## src/rtl/if_id_stage_if.sv

```systemverilog
// Instruction-memory fetch bus between the IF/ID stage and the instruction memory.
//   req   : fetch request valid (stage -> memory)
//   addr  : fetch address, word aligned (stage -> memory)
//   ready : rdata is valid for addr this cycle (memory -> stage)
//   rdata : fetched instruction word (memory -> stage)
interface if_id_stage_if;
  logic        req;
  logic [31:0] addr;
  logic        ready;
  logic [31:0] rdata;

  modport master (output req, addr, input ready, rdata);
  modport slave  (input req, addr, output ready, rdata);
endinterface

```

## src/rtl/if_id_stage.sv

```systemverilog
// IF/ID pipeline stage: owns the PC, issues instruction fetches, and holds the
// IF/ID register with a one-entry skid buffer. The skid buffer catches a word
// that returns while the hazard unit is stalling ID.
// Ports:
//   clk, rst_n        : clock, synchronous active-low reset
//   stall, flush      : hazard-unit hold / kill the ID instruction
//   redirect_valid/pc : taken branch/jump, new fetch address
//   imem              : fetch bus (master side)
//   id_valid/pc/instr : IF/ID register contents
//   id_op..id_imm     : field slices of id_instr
//   id_ext_op         : immediate extender select (00 zero, 01 sign, 10 lui)
module if_id_stage #(
  parameter logic [31:0] RESET_PC = 32'h0000_3000
) (
  input  logic                 clk,
  input  logic                 rst_n,
  input  logic                 stall,
  input  logic                 flush,
  input  logic                 redirect_valid,
  input  logic [31:0]          redirect_pc,
  if_id_stage_if.master        imem,
  output logic                 id_valid,
  output logic [31:0]          id_pc,
  output logic [31:0]          id_instr,
  output logic [5:0]           id_op,
  output logic [4:0]           id_rs,
  output logic [4:0]           id_rt,
  output logic [4:0]           id_rd,
  output logic [4:0]           id_shamt,
  output logic [5:0]           id_funct,
  output logic [15:0]          id_imm,
  output logic [1:0]           id_ext_op
);

  typedef enum logic {S_FETCH = 1'b0, S_HOLD = 1'b1} state_e;

  state_e      state_q, state_d;
  logic [31:0] pc_q, pc_d;
  logic        id_valid_q, id_valid_d;
  logic [31:0] id_pc_q, id_pc_d;
  logic [31:0] id_instr_q, id_instr_d;
  logic [31:0] skid_pc_q, skid_pc_d;
  logic [31:0] skid_instr_q, skid_instr_d;

  // State register (with all datapath flops)
  always_ff @(posedge clk) begin
    if (!rst_n) begin
      state_q      <= S_FETCH;
      pc_q         <= RESET_PC;
      id_valid_q   <= 1'b0;
      id_pc_q      <= '0;
      id_instr_q   <= '0;
      skid_pc_q    <= '0;
      skid_instr_q <= '0;
    end else begin
      state_q      <= state_d;
      pc_q         <= pc_d;
      id_valid_q   <= id_valid_d;
      id_pc_q      <= id_pc_d;
      id_instr_q   <= id_instr_d;
      skid_pc_q    <= skid_pc_d;
      skid_instr_q <= skid_instr_d;
    end
  end

  // Next-state logic: priority redirect > flush > stall > advance
  always_comb begin
    state_d = state_q;
    if (redirect_valid || flush)
      state_d = S_FETCH;
    else if (stall) begin
      if (state_q == S_FETCH && imem.ready) state_d = S_HOLD;
    end else
      state_d = S_FETCH;
  end

  // Datapath next values, same priority order
  always_comb begin
    pc_d         = pc_q;
    id_valid_d   = id_valid_q;
    id_pc_d      = id_pc_q;
    id_instr_d   = id_instr_q;
    skid_pc_d    = skid_pc_q;
    skid_instr_d = skid_instr_q;
    if (redirect_valid) begin
      // Low bits forced so the PC can never become misaligned.
      pc_d       = {redirect_pc[31:2], 2'b00};
      id_valid_d = 1'b0;
    end else if (flush) begin
      // Any word returning this cycle is dropped; PC stays put in FETCH and,
      // in HOLD, already points past the discarded skid word.
      id_valid_d = 1'b0;
    end else if (stall) begin
      if (state_q == S_FETCH && imem.ready) begin
        skid_pc_d    = pc_q;
        skid_instr_d = imem.rdata;
        pc_d         = pc_q + 32'd4;
      end
    end else if (state_q == S_HOLD) begin
      id_valid_d = 1'b1;
      id_pc_d    = skid_pc_q;
      id_instr_d = skid_instr_q;
    end else if (imem.ready) begin
      id_valid_d = 1'b1;
      id_pc_d    = pc_q;
      id_instr_d = imem.rdata;
      pc_d       = pc_q + 32'd4;
    end else
      id_valid_d = 1'b0;
  end

  // Outputs
  always_comb begin
    imem.req  = (state_q == S_FETCH);
    imem.addr = pc_q;
    id_valid  = id_valid_q;
    id_pc     = id_pc_q;
    id_instr  = id_instr_q;
    id_op     = id_instr_q[31:26];
    id_rs     = id_instr_q[25:21];
    id_rt     = id_instr_q[20:16];
    id_rd     = id_instr_q[15:11];
    id_shamt  = id_instr_q[10:6];
    id_funct  = id_instr_q[5:0];
    id_imm    = id_instr_q[15:0];
    case (id_instr_q[31:26])
      6'h0C, 6'h0D, 6'h0E:                     id_ext_op = 2'b00;
      6'h0F:                                   id_ext_op = 2'b10;
      6'h08, 6'h09, 6'h0A, 6'h0B,
      6'h23, 6'h2B, 6'h04, 6'h05:              id_ext_op = 2'b01;
      default:                                 id_ext_op = 2'b00;
    endcase
  end

endmodule

```

## src/flat_wrapper.sv

```systemverilog
// flat-port wrapper written by rule: the top's interface ports become plain ports
module if_id_stage_flat 
#(
  parameter logic [31:0] RESET_PC = 32'h0000_3000
)
  (clk, rst_n, stall, flush, redirect_valid, redirect_pc, id_valid, id_pc, id_instr, id_op, id_rs, id_rt, id_rd, id_shamt, id_funct, id_imm, id_ext_op, imem_req, imem_addr, imem_ready, imem_rdata);
  if_id_stage_if imem_i ();
  input  logic clk;
  input  logic rst_n;
  input  logic stall;
  input  logic flush;
  input  logic redirect_valid;
  input  logic [31:0] redirect_pc;
  output logic id_valid;
  output logic [31:0] id_pc;
  output logic [31:0] id_instr;
  output logic [5:0] id_op;
  output logic [4:0] id_rs;
  output logic [4:0] id_rt;
  output logic [4:0] id_rd;
  output logic [4:0] id_shamt;
  output logic [5:0] id_funct;
  output logic [15:0] id_imm;
  output logic [1:0] id_ext_op;
  output wire logic [$bits(imem_i.req)-1:0] imem_req;
  output wire logic [$bits(imem_i.addr)-1:0] imem_addr;
  input wire logic [$bits(imem_i.ready)-1:0] imem_ready;
  input wire logic [$bits(imem_i.rdata)-1:0] imem_rdata;
  assign imem_req = imem_i.req;
  assign imem_addr = imem_i.addr;
  assign imem_i.ready = imem_ready;
  assign imem_i.rdata = imem_rdata;
  if_id_stage #(.RESET_PC(RESET_PC)) u_core (.clk(clk), .rst_n(rst_n), .stall(stall), .flush(flush), .redirect_valid(redirect_valid), .redirect_pc(redirect_pc), .imem(imem_i), .id_valid(id_valid), .id_pc(id_pc), .id_instr(id_instr), .id_op(id_op), .id_rs(id_rs), .id_rt(id_rt), .id_rd(id_rd), .id_shamt(id_shamt), .id_funct(id_funct), .id_imm(id_imm), .id_ext_op(id_ext_op));
endmodule
```

## config.mk

```make
export PLATFORM = sky130hd
export DESIGN_NAME = if_id_stage_flat
export DESIGN_NICKNAME = d
export VERILOG_FILES = /design/src/rtl/if_id_stage_if.sv /design/src/rtl/if_id_stage.sv /design/src/flat_wrapper.sv
export SDC_FILE = /design/constraint.sdc
export NUM_CORES = 1
export LEC_CHECK = 0
export BUFFER_PORTS_ARGS = -buffer_cell sky130_fd_sc_hd__clkbuf_2
export CAP_MARGIN = 20
export CORE_ASPECT_RATIO = 0.7
export CORE_UTILIZATION = 52
export CTS_CLUSTER_DIAMETER = 100
export DETAILED_ROUTE_END_ITERATION = 7
export GPL_TIMING_DRIVEN = 0
export PLACE_DENSITY = 0.8
export REMOVE_ABC_BUFFERS = 1
export SYNTH_ARGS = -nofsm -noshare
export SYNTH_HDL_FRONTEND = slang
export SYNTH_SLANG_ARGS = --single-unit
```

## constraint.sdc

```tcl
create_clock -name clk -period 2.2 [get_ports clk]
set_input_delay 0.11 -clock clk [delete_from_list [all_inputs] [get_ports clk]]
set_output_delay 0.11 -clock clk [all_outputs]
set_load 0.02 [all_outputs]
```

Word-level counts from Yosys, hierarchy flattened

Cells that the tools add are included.

Reduce and logical (&&, ||, !) cells: 13
Equality and inequality tests: 14
Add/sub/neg operators: 1
Bitwise operators: 5
Multiplexer cells: 13

Operator list:

| kind                                                                     | count |
|---|---|
| 32-bit two-way mux                                                       | 10 |
| 32-bit by 3-bit adder with 32-bit output (second input constant)         | 1 |
| 6-bit by 4-bit equality test with 1-bit output (second input constant)   | 5 |
| 4-bit AND reduction                                                      | 4 |
| 6-bit by 3-bit equality test with 1-bit output (second input constant)   | 2 |
| 6-bit equality test (second input constant)                              | 2 |
| 8-bit OR reduction                                                       | 1 |
| 3-bit OR reduction                                                       | 2 |
| 1-bit inverter                                                           | 5 |
| 2-bit by 1-bit inequality test with 1-bit output (second input constant) | 2 |
| 2-bit case mux with 2 select lines                                       | 1 |
| 2-bit nonzero test                                                       | 2 |
| 3-bit by 1-bit inequality test with 1-bit output (second input constant) | 1 |
| 3-bit inequality test (second input constant)                            | 1 |
| 3-bit nonzero test                                                       | 1 |
| 1-bit two-way mux                                                        | 2 |
| 2-bit inequality test (second input constant)                            | 1 |
| 2-bit OR reduction                                                       | 1 |
| 1-bit logical AND                                                        | 1 |
| 1-bit logical OR                                                         | 1 |

Register bits after elaboration: 162

Longest topological paths before layout

Word-level depth: 6
Depth in mapped cells: 8
Depth with buffers taken out: 5

Worst setup path after synthesis

No wires, ideal clock.

Path type: reg2reg
From: register u_core.pc_q[9] (netlist: u_core.imem.addr[9])
To: register u_core.pc_q[22] (netlist: u_core.imem.addr[22])
Path slack: 0.074 ns
Period minus slack after synthesis: 2.126 ns
Path buffers: 4
Cell stages (with the launch flop): 9
Arrival time: 1.990 ns
Data required time: 2.063 ns
Path through: dfxtp_1 > buf_2 > nand4_1 > or4_1 > buf_2 > buf_6 > buf_2 > o31ai_1 > a31oi_1

Longest elaborated chain between the ends: 6
Elaborated cells on any way between the ends: 7
Those cells by class: 1 x add/sub; 6 x mux

Ends and longest elaborated chain:

| what                                         | line                                  | source |
|---|---|---|
| start: declaration                           | if_id_stage.sv:38                     | `logic [31:0] pc_q, pc_d;` |
| start signal: assignment                     | if_id_stage.sv:57                     | `pc_q <= pc_d;` |
| 32-bit by 3-bit adder with 32-bit output (*) | if_id_stage.sv:97, if_id_stage.sv:107 |  |
| 32-bit two-way mux                           | if_id_stage.sv:103                    | `end else if (imem.ready) begin` |
| 32-bit two-way mux                           | if_id_stage.sv:99                     | `end else if (state_q == S_HOLD) begin` |
| 32-bit two-way mux (*)                       | if_id_stage.sv:93                     | `end else if (stall) begin` |
| 32-bit two-way mux (*)                       | if_id_stage.sv:89                     | `end else if (flush) begin` |
| 32-bit two-way mux (*)                       | if_id_stage.sv:85                     | `if (redirect_valid) begin` |

Every way passes the cells marked *; elsewhere a longest branch is shown, timed or not. The select of a mux whose other input is x is not followed.
A chain may end at the register's enable or synchronous reset.

Final worst setup path

From: register u_core.pc_q[12] (netlist: u_core.imem.addr[12])
To: register u_core.pc_q[25] (netlist: u_core.imem.addr[25])

Same word-level chain as after synthesis.

==> summary.txt <==
Setup path
  • Crit path depth: 4
  • Highest cell delay on the worst timing path: 0.82 ns
  • Sort of element at the start of the critical path: flop
  • Slowest cell on crit path: or4_2
  • Cells traversed along the worst timing path: nand4_1 > or4_2 > nor4_1 > nor3b_1
  • Capturing element of the worst setup path: u_core.imem.addr[25]
  • Largest fanout of any net on the critical path: 13
  • Crit path arrival time: 2.44 ns
  • Endpoint required time on the critical path: 2.49 ns
  • Worst R2R Path Depth: 4
  • Critical path class: flop to flop
  • Critical path capture point type: flop
  • Crit path launch: u_core.imem.addr[12]
  • Top Family by Delay on Critical Path: simple AND/OR/NAND/NOR gates
  • Reg-to-reg slack, setup: 0.06 ns
  • Beginning of the worst register-to-register path: u_core.imem.addr[12]
  • FF-to-FF End: u_core.imem.addr[25]
  • Buffer and inverter count on the worst path: 0

Clocking
  • Clock H-tree levels: 4
  • Reg clk slew, reported paths: 0.06 ns
  • Number of clock buffers inserted by TritonCTS: 17
  • Clock Latency Late Sink: 0.42 ns
  • CTS max path bufs: 2
  • Clock sink count: 156
  • Root buffer cell: clkbuf_16
  • TritonCTS clock tree: built

Global routing
  • Total GRT Usage: 25.8%
  • Initial antenna violation count: 0
  • Pin count of the biggest net entering global routing: 165
  • First-pass GRT wire length: 30300 um
  • Final global-route overflow total: 0
  • Via count of the first global-routing pass: 5945

Layout
  • Area of the multi-input gates: 3720 um2
  • Antenna diode count: 0
  • FF/Latch Area: 3140 um2
  • Synth-to-Final Area Change: 28.4%
  • Layout net count: 1110
  • Number of fill cells: 1152
  • Share of cells above drive strength 1: between 20% and 30%

Detailed routing
  • Wirelength per Cell: 15.6 um
  • Starting DRC count in detailed routing: 464
  • Vias per inst: 5.51
  • Detail Route Antenna Nets: 0
  • Total via count in the routed design: 6845
  • Total iterations of the first detailed-routing run: 5
  • DRC violations left: 0
  • Wire length reported by the detailed router: 19400 um

Floorplan
  • Core Footprint: between 10000 and 15000 um2
  • Overall die height: 102 um
  • Num rows: 36
  • Boundary Pins: 218
  • Effective utilization at floorplan: 53.3%
  • Die Area: 14800 um2
  • Die span in x: approximately 150 um

Yosys
  • Total standard cell area after synthesis: ~7400 um2
  • Syn. warnings: 0
  • Average size of a mapped cell: 8.77 um2
  • EDFF count, synth: 0
  • Flip-flop and latch count after synthesis: about 160
  • Top post-synthesis cells by area: dfxtp_1 42%, nand2_1 11%, o211a_1 9.1%
  • Commonest cells in the netlist: 210 x nand2_1, 156 x dfxtp_1, 68 x o211a_1
  • Number of instances in the synthesized netlist: ~850
  • Post-synth top area share: 42.0%
  • Number of distinct standard cells referenced by the synthesized netlist: 49
  • Most instantiated flip-flop cell in the synthesis netlist: dfxtp_1
  • Most common cell in the synthesized netlist: nand2_1
  • Async S/R FF share, synth: 0%
  • Top cell type by total area after synthesis: dfxtp_1
  • Sequential area share after synthesis: about two fifths

STA
  • Normalized max-slew margin: between 30% and 40%
  • Setup repair after global routing missed its margin: no
  • Max-slew violation count: 0
  • Post-layout worst setup margin: 0.0569 ns
  • Final worst-path cycle share: between 90 and 100%
  • Highest Clock Rate: 0.467 GHz
  • Worst clock skew on the final layout: just under 0.009 ns
  • Worst-margin pin slew: between 0.9 and 1 ns
  • Final worst path period need: 2.14 ns
  • Setup violators final: 0
  • Count of final hold-check violations: 0
  • Smallest hold slack: between 0.01 and 0.015 ns

Outcome
  • Run status: complete, no violations

Placement
  • Placement Setup Slack: -0.925 ns
  • Number of port buffers: 211
  • DPL Wire Length: 11500 um
  • Routability congestion estimate: 0.806

Power
  • Peak supply drop: around 0.49 mV
  • Power density relative to cell area: approximately 720 nW/um2
  • LEAKAGE: 4.48 nW

Job
  • Max-cap violations: 0

Hold path
  • HP Class: primary input to flop
[worst min-delay path by stage]
stage,depth (start not counted),from,to,slack [ns]
after floorplan,1,rst_n,u_core.imem.addr[12],0.20
after detailed placement,2,redirect_pc[4],u_core.imem.addr[4],0.34
after CTS,3,redirect_pc[5],u_core.imem.addr[5],0.007
after global placement,2,redirect_pc[2],u_core.imem.addr[2],0.34
final,3,redirect_pc[24],u_core.imem.addr[24],0.01
after global routing,3,redirect_pc[24],u_core.imem.addr[24],0.009
[cell usage in the layout (no fill, tap or decap), types with 9 or more instances in the layout]
cell type / synthesis / final
nand2_1: 210 / 210
clkbuf_2: 0 / 210
dfxtp_1: 156 / 148
o211a_1: 68 / 68
a21boi_0: 62 / 62
mux2i_1: 61 / 61
dlygate4sd3_1: 0 / 50
o21ai_0: 18 / 18
clkbuf_16: 0 / 17
buf_4: 52 / 17
nand3_1: 16 / 15
nor2_1: 11 / 11
a31oi_1: 11 / 11
nor4_1: 11 / 10
or4_1: 11 / 10
xnor2_1: 9 / 9
[area by class of cell]
type,instances,share of cell area [%]
clock buffers,17,4.45
clock inverters,15,1.96
inverters,3,0.118
multi-input cells,576,39.0
flip-flops and latches,156,32.8
well taps,190,2.49
repair buffers,285,19.2
[per-stage QoR]
step | power, mW | area [um2] | utilization [%] | setup TNS (ns) | instances
6_report | 6.91 | 9560 | 68.5 | 0 | 1242
5_1_grt | 7.16 | 9560 | 68.5 | 0 | 1242
4_1_cts | 6.95 | 9530 | 68.3 | 0 | 1240
3_5_place_dp | 3.81 | 8280 | 59.3 | -81.60 | 1149
3_3_place_gp | 3.81 | 8070 | 57.8 | -1269.19 | 1134
2_1_floorplan | 3.50 | 6780 | - | -746.78 | 733
[kinds of logic after synthesis]
| group | after synthesis | synth area share, % |
|---|---|---|
| AND/OR/NAND/NOR | 305 | 18.6 |
| XOR/XNOR | 10 | 1.18 |
| flip-flops | 156 | 42.0 |
| other | 1 | 0.0504 |
| buffers and inverters | 122 | 9.21 |
| adder cells (fa/ha/maj) | 1 | 0.168 |
| multiplexers | 61 | 8.20 |
| AO/OA/AOI/OAI | 193 | 20.7 |
[registers in the layout, summed over array words and instances, names as in the netlist]
name,count
u_core.imem.addr,30
u_core.id_instr,32
u_core.state_q,1
u_core.id_valid,1
u_core.id_pc,30
u_core.skid_instr_q,32
u_core.skid_pc_q,30
[timing repair]
action	in CTS	in global routing
pin swaps	4	3
endpoints found under the setup margin	143	9
cloned	2	1
hold endpoints to repair	50	0
hold buffers	50	0
buffers inserted	7	1
resized for setup	8	7
[worst register-to-register path: cells and delay by family, from the launching register on]
kind          cells  cell delay (ns)
flops             1             0.47
simple gates      4             1.56
[per-layer routing]
metal | up-vias | routed length, um | track usage (%) | share of wire, %
met4 | 0 | 209 | 9.25 | 1.1
met3 | 17 | 1560 | 5.04 | 8.1
met1 | 3230 | 9050 | 35.1 | 47
met5 | - | 0 | 0 | 0
li1 | 3325 | - | - | -
met2 | 273 | 8600 | 40.9 | 44
[power breakdown]
part / switching, mW / total [mW] / internal [mW] / leakage [nW]
logic: 0.456 / 0.804 / 0.348 / 2.91
registers: 0.124 / 3.05 / 2.93 / 1.27
clock network: 1.25 / 3.06 / 1.81 / 0.301
total: 1.83 / 6.91 / 5.08 / 4.48
(Power assumes the default switching activity.)
